$ cat src/rtl/mps_fmt_pkg.sv
// Shared types and word-format constants for the MPS readout frame formatter.
package mps_fmt_pkg;

  typedef enum logic [2:0] {
    StIdle,
    StHdr,
    StReq,
    StW1,
    StW2,
    StHit,
    StTrl
  } fmt_state_e;

  localparam logic [7:0] HDR_MARK = 8'hBC;
  localparam logic [7:0] HIT_MARK = 8'hA5;
  localparam logic [7:0] TRL_MARK = 8'hFC;

  localparam int unsigned TRL_PAR_LSB  = 16;
  localparam int unsigned TRL_OVF_BIT  = 15;
  localparam int unsigned TRL_LOST_BIT = 14;
  localparam int unsigned TRL_CNT_LSB  = 0;

  function automatic logic [31:0] trailer_word(logic [7:0] par, logic ovf, logic lost,
                                               logic [7:0] cnt);
    logic [31:0] w;
    w                       = '0;
    w[31:24]                = TRL_MARK;
    w[TRL_PAR_LSB +: 8]     = par;
    w[TRL_OVF_BIT]          = ovf;
    w[TRL_LOST_BIT]         = lost;
    w[TRL_CNT_LSB +: 8]     = cnt;
    return w;
  endfunction

endpackage

$ cat src/rtl/mps_readout_formatter.sv
// Pops hit addresses from the pixel FIFO and emits header/hit/trailer frames on a valid/ready
// stream. Define MPS_FMT_PARITY_EN to carry an XOR of all hit-address bytes in the trailer.
module mps_readout_formatter
  import mps_fmt_pkg::*;
#(
  parameter int unsigned MAX_HITS    = 255,
  parameter int unsigned FRAME_CNT_W = 16
) (
  input  logic        clk,
  input  logic        reset,
  input  logic        frame_start,
  input  logic        fifo_empty,
  input  logic [23:0] fifo_data,
  output logic        fifo_rd,
  output logic [31:0] out_data,
  output logic        out_valid,
  input  logic        out_ready,
  output logic        busy
);

  localparam logic [7:0]             MaxHitsB = 8'(MAX_HITS);
  localparam logic [FRAME_CNT_W-1:0] FrameInc = FRAME_CNT_W'(1);

  // Header counter field is 16 bits wide; FRAME_CNT_W is expected to be <= 16.
  function automatic logic [31:0] header_word(logic [FRAME_CNT_W-1:0] cnt);
    logic [31:0] w;
    w                    = {HDR_MARK, 24'h000000};
    w[FRAME_CNT_W-1:0]   = cnt;
    return w;
  endfunction

  fmt_state_e              state_q, state_d;
  logic [FRAME_CNT_W-1:0]  frame_cnt_q, frame_cnt_d;
  logic [7:0]              hit_cnt_q, hit_cnt_d;
  logic                    overflow_q, overflow_d;
  logic                    trig_lost_q, trig_lost_d;
  logic                    pending_q, pending_d;
  logic [31:0]             out_data_q, out_data_d;
  logic                    out_valid_q, out_valid_d;
  logic                    fifo_rd_q, fifo_rd_d;
  logic                    busy_q, busy_d;
  logic                    xfer;
  logic                    hdr_load;
  logic [7:0]              par_cur;

  assign xfer = out_valid_q & out_ready;

`ifdef MPS_FMT_PARITY_EN
  logic [7:0] parity_q, parity_d;

  always_comb begin
    parity_d = parity_q;
    if (hdr_load) begin
      parity_d = 8'h00;
    end else if (state_q == StW2) begin
      parity_d = parity_q ^ fifo_data[7:0] ^ fifo_data[15:8] ^ fifo_data[23:16];
    end
  end

  always_ff @(posedge clk) begin
    if (reset) parity_q <= 8'h00;
    else       parity_q <= parity_d;
  end

  assign par_cur = parity_q;
`else
  assign par_cur = 8'h00;
`endif

  always_ff @(posedge clk) begin
    if (reset) begin
      state_q     <= StIdle;
      frame_cnt_q <= '0;
      hit_cnt_q   <= 8'h00;
      overflow_q  <= 1'b0;
      trig_lost_q <= 1'b0;
      pending_q   <= 1'b0;
      out_data_q  <= 32'h0;
      out_valid_q <= 1'b0;
      fifo_rd_q   <= 1'b0;
      busy_q      <= 1'b0;
    end else begin
      state_q     <= state_d;
      frame_cnt_q <= frame_cnt_d;
      hit_cnt_q   <= hit_cnt_d;
      overflow_q  <= overflow_d;
      trig_lost_q <= trig_lost_d;
      pending_q   <= pending_d;
      out_data_q  <= out_data_d;
      out_valid_q <= out_valid_d;
      fifo_rd_q   <= fifo_rd_d;
      busy_q      <= busy_d;
    end
  end

  always_comb begin
    state_d = state_q;
    unique case (state_q)
      StIdle:  if (frame_start) state_d = StHdr;
      StHdr:   if (xfer) state_d = StReq;
      StReq:   state_d = (hit_cnt_q == MaxHitsB || fifo_empty) ? StTrl : StW1;
      StW1:    state_d = StW2;
      StW2:    state_d = StHit;
      StHit:   if (xfer) state_d = StReq;
      StTrl:   if (xfer) state_d = (pending_q || frame_start) ? StHdr : StIdle;
      default: state_d = StIdle;
    endcase
  end

  always_comb begin
    frame_cnt_d = frame_cnt_q;
    hit_cnt_d   = hit_cnt_q;
    overflow_d  = overflow_q;
    trig_lost_d = trig_lost_q;
    pending_d   = pending_q;
    out_data_d  = out_data_q;
    out_valid_d = out_valid_q;
    fifo_rd_d   = 1'b0;
    busy_d      = busy_q;
    hdr_load    = 1'b0;

    // A trigger mid-frame queues one frame; a second one can only be reported.
    if (frame_start && state_q != StIdle) begin
      if (pending_q) trig_lost_d = 1'b1;
      else           pending_d   = 1'b1;
    end

    unique case (state_q)
      StIdle: if (frame_start) hdr_load = 1'b1;
      StHdr:  if (xfer) out_valid_d = 1'b0;
      StReq: begin
        if (hit_cnt_q == MaxHitsB || fifo_empty) begin
          if (hit_cnt_q == MaxHitsB) overflow_d = ~fifo_empty;
          out_data_d  = trailer_word(par_cur, overflow_d, trig_lost_d, hit_cnt_q);
          out_valid_d = 1'b1;
        end else begin
          fifo_rd_d = 1'b1;
        end
      end
      StW1: ;
      StW2: begin
        out_data_d  = {HIT_MARK, fifo_data};
        out_valid_d = 1'b1;
        hit_cnt_d   = hit_cnt_q + 8'd1;
      end
      StHit:  if (xfer) out_valid_d = 1'b0;
      StTrl: begin
        if (xfer) begin
          frame_cnt_d = frame_cnt_q + FrameInc;
          trig_lost_d = 1'b0;
          if (pending_q || frame_start) begin
            // A trigger landing on the trailer transfer stays queued behind the pending one.
            pending_d = pending_q & frame_start;
            hdr_load  = 1'b1;
          end else begin
            out_valid_d = 1'b0;
            busy_d      = 1'b0;
          end
        end
      end
      default: ;
    endcase

    if (hdr_load) begin
      out_data_d  = header_word(frame_cnt_d);
      out_valid_d = 1'b1;
      busy_d      = 1'b1;
      hit_cnt_d   = 8'h00;
      overflow_d  = 1'b0;
    end
  end

  assign fifo_rd   = fifo_rd_q;
  assign out_data  = out_data_q;
  assign out_valid = out_valid_q;
  assign busy      = busy_q;

endmodule
$ cat config.mk
export PLATFORM = sky130hd
export DESIGN_NAME = mps_readout_formatter
export DESIGN_NICKNAME = d
export VERILOG_FILES = /design/src/rtl/mps_fmt_pkg.sv /design/src/rtl/mps_readout_formatter.sv
export SDC_FILE = /design/constraint.sdc
export NUM_CORES = 1
export LEC_CHECK = 0
export ABC_AREA = 0
export BUFFER_PORTS_ARGS = -buffer_cell sky130_fd_sc_hd__buf_2
export CAP_MARGIN = 20
export CORE_MARGIN = 2
export CORE_UTILIZATION = 45
export CTS_CLUSTER_DIAMETER = 60
export CTS_CLUSTER_SIZE = 30
export DETAILED_ROUTE_END_ITERATION = 10
export GPL_TIMING_DRIVEN = 0
export PLACE_DENSITY = 0.69
export SYNTH_ARGS = -nofsm -noshare
export SYNTH_HDL_FRONTEND = slang
export SYNTH_SLANG_ARGS = --single-unit
$ cat constraint.sdc
create_clock -name clk -period 5.1 [get_ports clk]
set_input_delay 1.02 -clock clk [delete_from_list [all_inputs] [get_ports clk]]
set_output_delay 1.02 -clock clk [all_outputs]
set_load 0.005 [all_outputs]
### Yosys cells after proc, flatten, opt, wreduce, memory -nomap -nowiden

Index checks and enable logic that the tools add are counted.

| storage, ports and cells | value |
|---|---|
| register bits after elaboration | 65 |
| input port bits | 29 |
| output and inout bits | 35 |
| word-level logic and storage cells | 85 |

| cells by class | value |
|---|---|
| $add $sub $neg | 2 |
| eq/ne operators | 16 |
| mux-type cells | 33 |
| bitwise gates (word level) | 4 |
| reduce and logical (&&, ||, !) cells | 19 |

Operators with widths:

| kind | count |
|---|---|
| $mux 32 | 2 |
| $pmux 32 s2 | 1 |
| $mux 16 | 2 |
| $mux 1 | 21 |
| $pmux 3 s6 | 1 |
| $add 16x1->16 const B | 1 |
| $mux 3 | 4 |
| $eq 3x3->1 const B | 3 |
| $ne 3x3->1 const B | 3 |
| $add 8x1->8 const B | 1 |
| $eq 8x8->1 const B | 1 |
| $ne 2x2->1 const B | 4 |
| $eq 3x2->1 const B | 2 |
| $reduce_and 2->1 | 3 |
| $reduce_and 3->1 | 2 |
| $reduce_bool 2->1 | 3 |
| $reduce_bool 3->1 | 2 |
| $reduce_or 2->1 | 3 |
| $reduce_and 5->1 | 1 |
| $reduce_bool 5->1 | 1 |
| $pmux 1 s4 | 1 |
| $eq 3x1->1 const B | 1 |
| $logic_not 3->1 | 1 |
| $ne 3x1->1 const B | 1 |
| 6 further kinds | 9 |

### Depth between registers and ports, before layout

Gate-level depths: netlist (run 1).

| depth | value |
|---|---|
| depth in word-level cells | 6 |
| depth in mapped cells | 8 |
| mapped depth without buffers | 6 |

### Worst setup path after synthesis (run 1)

OpenSTA, ideal clock, no wires.

| timing path | value |
|---|---|
| path type | in2reg |
| start point | in out_ready |
| end point | reg out_data_q[15] (netlist: out_data[15]) |
| arrival | 2,312 ps |
| data required time | 4,969 ps |
| setup slack | 2,657 ps |
| stages | 6 |
| path buffers | 1 |
| path through | buf_2 -> nand2_1 -> or4_4 -> nor4_4 -> xnor2_1 -> o32ai_2 |

| on the way | value |
|---|---|
| longest elaborated chain between the ends | 5 |
| elaborated cells on any way between the ends | 9 |

Ends and longest elaborated chain:

| item | RTL line | RTL |
|---|---|---|
| start, declared | mps_readout_formatter.sv:17 | `input logic out_ready,` |
| $and 1x1->1 * | mps_readout_formatter.sv:46 | `assign xfer = out_valid_q & out_ready;` |
| $mux 1 | mps_readout_formatter.sv:148 | `if (xfer) begin` |
| $pmux 1 s2 | mps_readout_formatter.sv:128 | `unique case (state_q)` |
| $ne 3x3->1 (no source line) or $reduce_bool 3->1 (tied branches) | n/a |  |
| $reduce_and 2->1 (no source line) | n/a |  |
| end signal, assigned | mps_readout_formatter.sv:89 | `out_data_q <= out_data_d;` |
| end, declared | mps_readout_formatter.sv:38 | `logic [31:0] out_data_q, out_data_d;` |

Every way passes the cells marked *; elsewhere a longest branch is shown, timed or not.
A chain may end at the register's enable or synchronous reset.

### Worst setup path in the final report (run 1)

Ends and elaborated chain as after synthesis.

==> impl_metrics.tcl, run 1 <==
set metrics [dict create \
    power.internal_uw 753 \
    rsz0062_at_grt "no" \
    num_rows 29 \
    hp-class "reg -> reg" \
    nFillCells 590 \
    start_kind "input pin" \
    grt_util_all_layers_pct 21.9 \
    grt_first_pass_wirelength_um 12000 \
    p_sw_share_pct 27.9 \
    htree_levels 3 \
    ir_drop_mv 0.189 \
    grt_max_degree 11 \
    routedWlPerCell_um 15.7 \
    finalSetupViolations 0 \
    die_x_um 83.8 \
    skew_ps 3.16 \
    grt_pass1_vias 2430 \
    crit_path_start "out_ready" \
    final-seq-area_um2 1220 \
    post_cts_buffers 0 \
    r2r-start "state_q[1]" \
    syn-num-nets 358 \
    clock-sinks 61 \
    ys.flop_type "dfxtp_1" \
    via_per_inst 5.55 \
    status "finished, final reports clean" \
    crit_cells 7 \
    syn_to_final_growth_pct 20.4 \
    reg2reg_depth 8 \
    path_max_fanout 10 \
    p_per_area_nw_per_um2 303 \
    fin_crit_ps 2430 \
    grt_antenna_before_repair 0 \
    seqPwrFrac_pct 48.0 \
    slew_viol_final 0 \
    cap_violations 0 \
    p_clk_share_pct 37.7 \
    netlist_instances 327 \
    num_antenna_cells 0 \
    fin_crit_sh_pct 47.6 \
    critPathKind "in -> reg" \
    worst_path_max_delay_cell "or4_4" \
    portBuffers 62 \
    yosysWarnings 0 \
    fp.dieH_um 83.8 \
    synth-seq-area-share_pct 42.6 \
    start_util_pct 45.9 \
    cts_resized 0 \
    worstPathCellList "buf_2 > buf_2 > nand2_1 > or4_4 > nor4_4 > xnor2_1 > o32ai_2" \
    worstPathRequired_ps 5330 \
    yosys_register_bits 61 \
    clk_pin_slew_ps 70 \
    syn_area_um2 2870 \
    first_iter_violations 148 \
    synth-edff-count 0 \
    die_area_um2 7020 \
    postSynth.asyncResetShare_pct 0 \
    synth_cell_types 59 \
    cts_hold_buffers 0 \
    syn_area_per_cell_um2 8.77 \
    clockBufferDepth 2 \
    num_vias 2674 \
    detailed_place_hpwl_um 5500 \
    p_sw_uw 292 \
    cts_tree "yes" \
    leakagePower_nw 1.38 \
    route.detailed.drc 0 \
    final_layout_size_suffix_gt1_share_pct 26.9 \
    gr-total-overflow 0 \
    max_stage_delay_ps 530 \
    core-area_um2 6240 \
    path_delay_family "simple AND/OR/NAND/NOR gates" \
    gp_congestion 0.850 \
    cp_common_cell "buf_2" \
    cts-root-buf "clkbuf_8" \
    slew_headroom_pct 55.8 \
    multiInputGateArea_um2 1500 \
    drt-total-wl_um 7560 \
    clk_latency_ps 340 \
    final_nets 431 \
    end_kind "flip-flop" \
    final_common_cell "buf_2" \
    dr.pass1.iters 5 \
    whs_path_depth 2 \
    min_from "out_data[30]" \
    worstPathArrival_ps 2650 \
    final_cell_mix "75 x buf_2, 61 x dfxtp_1, 46 x nor2_1" \
    drt.antenna.violating_nets 0 \
    ioPinCount 64 \
    worst_pin_slew_ps 663 \
    power_frac_comb_pct 14.3 \
    fin_setup_tns_ps 0 \
    cts_buffers 9 \
    hold_slack_ps 456 \
    crit_buf_inv 2 \
    fmax_mhz 412 \
    hold_viol 0 \
]
==> state kept, by name, indices dropped and copies added (netlist names) <==
name         flops
pending_q        1
out_valid        1
frame_cnt_q     16
overflow_q       1
trig_lost_q      1
state_q          3
out_data        28
hit_cnt_q        8
busy             1
fifo_rd          1
==> final timing paths <==
check	end	slack [ps]
worst max-delay path	out_data[15]	2670
worst min-delay path	out_data[30]	460
worst max register to register	out_data[12]	3010
worst min register to register	out_data[30]	460
==> power groups by stage <==
stage	Combinational [mW]	Clock [mW]	Sequential (mW)
floorplan	0.0951	0	0.512
global placement	0.147	0	0.512
detailed placement	0.149	0	0.513
CTS	0.149	0.398	0.502
global route	0.165	0.418	0.504
finish	0.149	0.393	0.502
==> logic make-up (layout without fill, tap and decap cells) <==
group	after synthesis	count (layout)	synth area share (%)
simple gates	128	128	23.4
compound gates	78	78	18.7
flops	61	61	42.6
buf+inv	28	106	5.02
xor+xnor	21	21	6.42
mux	8	8	2.79
fa+ha+maj	2	2	0.873
other cells	1	1	0.131
==> worst register-to-register path, cell delays in order, from the launching register on <==
cell and delay (ps):
dfxtp_1 290, buf_2 170, or3b_1 370, buf_2 190, o211ai_2 190, nand2_2 200
buf_2 250, a32oi_1 210, a21oi_1 80
==> layer usage <==
metal / up-vias / track usage, % / share of wire (%)
li1: 1310 / - / -
met1: 1252 / 28.2 / 46
met2: 99 / 34.6 / 46
met3: 13 / 6.23 / 6.6
met4: 0 / 8.50 / 1.8
met5: - / 0 / 0
==> cell type report <==
| cell class | count | area share, % |
|---|---|---|
| plain buffers | 25 | 3.84 |
| clock buffers | 12 | 4.50 |
| clock inverters | 4 | 0.653 |
| inverters | 3 | 0.326 |
| multi-input cells | 238 | 43.5 |
| flip-flops and latches | 61 | 35.4 |
| well taps | 77 | 2.79 |
| repair buffers | 62 | 8.99 |
==> synth_stat cells, types with 2 or more instances <==
| library cell | n | share of area [%] |
|---|---|---|
| a22oi_1 | 8 | 2.1 |
| buf_2 | 13 | 2.3 |
| nand2b_1 | 10 | 2.2 |
| and2_1 | 2 | 0.44 |
| a31oi_1 | 4 | 0.87 |
| inv_1 | 3 | 0.39 |
| nor4_1 | 5 | 1.1 |
| a32oi_1 | 4 | 1.2 |
| nand3_1 | 5 | 0.87 |
| clkbuf_1 | 4 | 0.52 |
| dfxtp_1 | 61 | 43 |
| nor3_1 | 7 | 1.2 |
| xnor2_1 | 15 | 4.6 |
| a221oi_1 | 2 | 0.61 |
| a211oi_1 | 3 | 0.79 |
| ha_1 | 2 | 0.87 |
| nor2_2 | 2 | 0.44 |
| buf_1 | 2 | 0.26 |
| o21ai_0 | 5 | 0.87 |
| o22ai_1 | 2 | 0.44 |
| and3_1 | 2 | 0.44 |
| a211o_1 | 7 | 2.1 |
| nand2_1 | 23 | 3.0 |
| nor2_1 | 46 | 6.0 |
| xor2_1 | 6 | 1.8 |
| a21oi_1 | 29 | 5.1 |
| or3_1 | 3 | 0.65 |
| buf_4 | 6 | 1.6 |
| mux2i_1 | 8 | 2.8 |
| nand4_1 | 9 | 2.0 |
==> stage by stage <==
stage	util [%]	total power [mW]	cell area [um^2]	worst slack (ps)	cells
after floorplan	-	0.607	2870	2660	327
after global placement	52.4	0.659	3270	2350	466
after detailed placement	52.4	0.662	3270	2330	466
after CTS	55.3	1.05	3450	2690	482
after global routing	55.3	1.09	3450	2530	482
final	55.3	1.04	3450	2670	482
(Power assumes the default switching activity.)
==> inputs of run 2 (changes only) <==
--- a/config.mk
+++ b/config.mk
@@ -14,7 +14,7 @@
 export CTS_CLUSTER_SIZE = 30
 export DETAILED_ROUTE_END_ITERATION = 10
 export GPL_TIMING_DRIVEN = 0
-export PLACE_DENSITY = 0.69
+export PLACE_DENSITY = 0.72
 export SYNTH_ARGS = -nofsm -noshare
 export SYNTH_HDL_FRONTEND = slang
 export SYNTH_SLANG_ARGS = --single-unit
==> constraint.sdc (replaced) <==
create_clock -name clk -period 2.15 [get_ports clk]
set_input_delay 0.43 -clock clk [delete_from_list [all_inputs] [get_ports clk]]
set_output_delay 0.43 -clock clk [all_outputs]
set_load 0.005 [all_outputs]
==> impl_metrics.tcl, run 2 (same netlist as run 1, synthesis figures left out) <==
set metrics [dict create \
    fmax_mhz 493 \
    worst_path_max_delay_cell "or3_1" \
    grt_antenna_before_repair 0 \
    fin_crit_sh_pct 94.3 \
    skew_ps 5.77 \
    rsz0062_at_grt "no" \
    r2r-start "state_q[1]" \
    setup_ws_ps 122 \
    fin_setup_tns_ps 0 \
    final_nets 434 \
    whs_path_depth 3 \
    cts_tree "yes" \
    num_rows 29 \
    start_util_pct 45.9 \
    hp-class "in -> reg" \
    slew_headroom_pct 59.5 \
    fp.dieH_um 83.8 \
    detailed_place_hpwl_um 5400 \
    reg2reg_to "out_data[14]" \
    route.detailed.drc 0 \
    hold_viol 0 \
    cp_common_cell "buf_2" \
    fin_crit_ps 2030 \
    highest_layer "met4" \
    worstPathRequired_ps 2360 \
    num_antenna_cells 0 \
    dr.pass1.iters 4 \
    status "finished, final reports clean" \
    slew_viol_final 0 \
    utilization_pct 55.6 \
    postPlaceCellArea_um2 3270 \
    start_kind "flip-flop" \
    cap_violations 0 \
    end_kind "flip-flop" \
    final_common_cell "buf_2" \
    die_x_um 83.8 \
    routed-wl-met3_um 419 \
    portBuffers 62 \
    cts_hold_buffers 0 \
    met1_length_um 3310 \
    clk_latency_ps 340 \
    cts_buffers 9 \
    worstPathCellList "buf_2 > or3_1 > a21boi_1 > or2_1 > buf_2 > nand2b_2 > buf_2 > o22ai_1" \
    htree_levels 3 \
    clockBufferDepth 2 \
    leakagePower_nw 1.40 \
    drt.antenna.violating_nets 0 \
    largest_register_ffs 28 \
    reg2reg_depth 8 \
    syn_to_final_growth_pct 21.1 \
    routedWlPerCell_um 15.3 \
    first_iter_violations 160 \
    finalInstanceArea_um2 3470 \
    die_area_um2 7020 \
    design_power_total_mw 2.39 \
    min_from "fifo_data[20]" \
    gr-total-overflow 0 \
    worstPathArrival_ps 2240 \
    grt_max_degree 11 \
    hold_path_end "out_data[20]" \
    via_per_inst 5.46 \
    max_stage_delay_ps 370 \
    final_layout_size_suffix_gt1_share_pct 27.0 \
    drt-total-wl_um 7410 \
    grt_pass1_vias 2504 \
    cts-root-buf "clkbuf_8" \
    p_per_area_nw_per_um2 688 \
    num_vias 2650 \
    grt_util_all_layers_pct 21.6 \
    critPathKind "reg -> reg" \
    nFillCells 600 \
    post-place-ws_ps -7.29 \
    wl_met2_um 3470 \
    ioPinCount 64 \
    clock-sinks 61 \
    worst_pin_slew_ps 607 \
    core-area_um2 6240 \
    ir_drop_mv 0.460 \
    grt_first_pass_wirelength_um 12000 \
    final_cell_mix "74 x buf_2, 61 x dfxtp_1, 46 x nor2_1" \
    finalSetupViolations 0 \
    gp_congestion 0.881 \
    path_max_fanout 10 \
    clk_pin_slew_ps 70 \
    reg2reg_slack_ps 120 \
]
## run 2: critical path: cells and delay by family, from the launching register on
family / cells / cell delay (ps)
and+or+nand+nor: 3 / 730
AOI/OAI and AO/OA: 2 / 270
DFF: 1 / 290
buffers and inverters: 3 / 610
## run 2: layer usage
metal,track usage [%],vias to the layer above
met5,0,-
met4,9.09,0
met3,7.22,20
met2,34.0,80
met1,27.2,1230
li1,-,1320
## run 2: power breakdown
part	internal [mW]	switching, mW
sequential	1.17	0.0249
clock	0.417	0.425
combinational	0.150	0.207
total	1.73	0.657
## run 2: repair_timing
item	4_1_cts	5_1_grt
endpoints found under the setup margin	0	11
setup buffers	0	3
gates resized for setup	0	6
endpoints found under the hold margin	0	0
## run 2: layout make-up
class,instances,area (um^2),area share (%)
multi-input cells,238,1520,43.8
flip-flops and latches,61,1220,35.2
repair buffers,65,333,9.59
clock buffers,14,143,4.11
plain buffers,25,136,3.93
well taps,77,96.3,2.78
inverters,3,11.3,0.324
clock inverters,2,10.0,0.288
## run 2: worst max-delay path by stage
stage	slack (ps)	from	cells after the start	end
3_3_place_gp	-9	out_ready	7	out_data[15]
2_1_floorplan	300	out_ready	6	out_data[15]
3_5_place_dp	-7	out_ready	7	out_data[15]
6_report	120	state_q[1]	8	out_data[14]
4_1_cts	10	state_q[1]	8	out_data[12]
5_1_grt	20	state_q[1]	8	out_data[14]
## run 2: metrics by stage
stage               std cells  hold WS (ps)
floorplan                 327           453
global placement          466           443
detailed placement        466           446
CTS                       482           331
global route              485           332
finish                    485           338
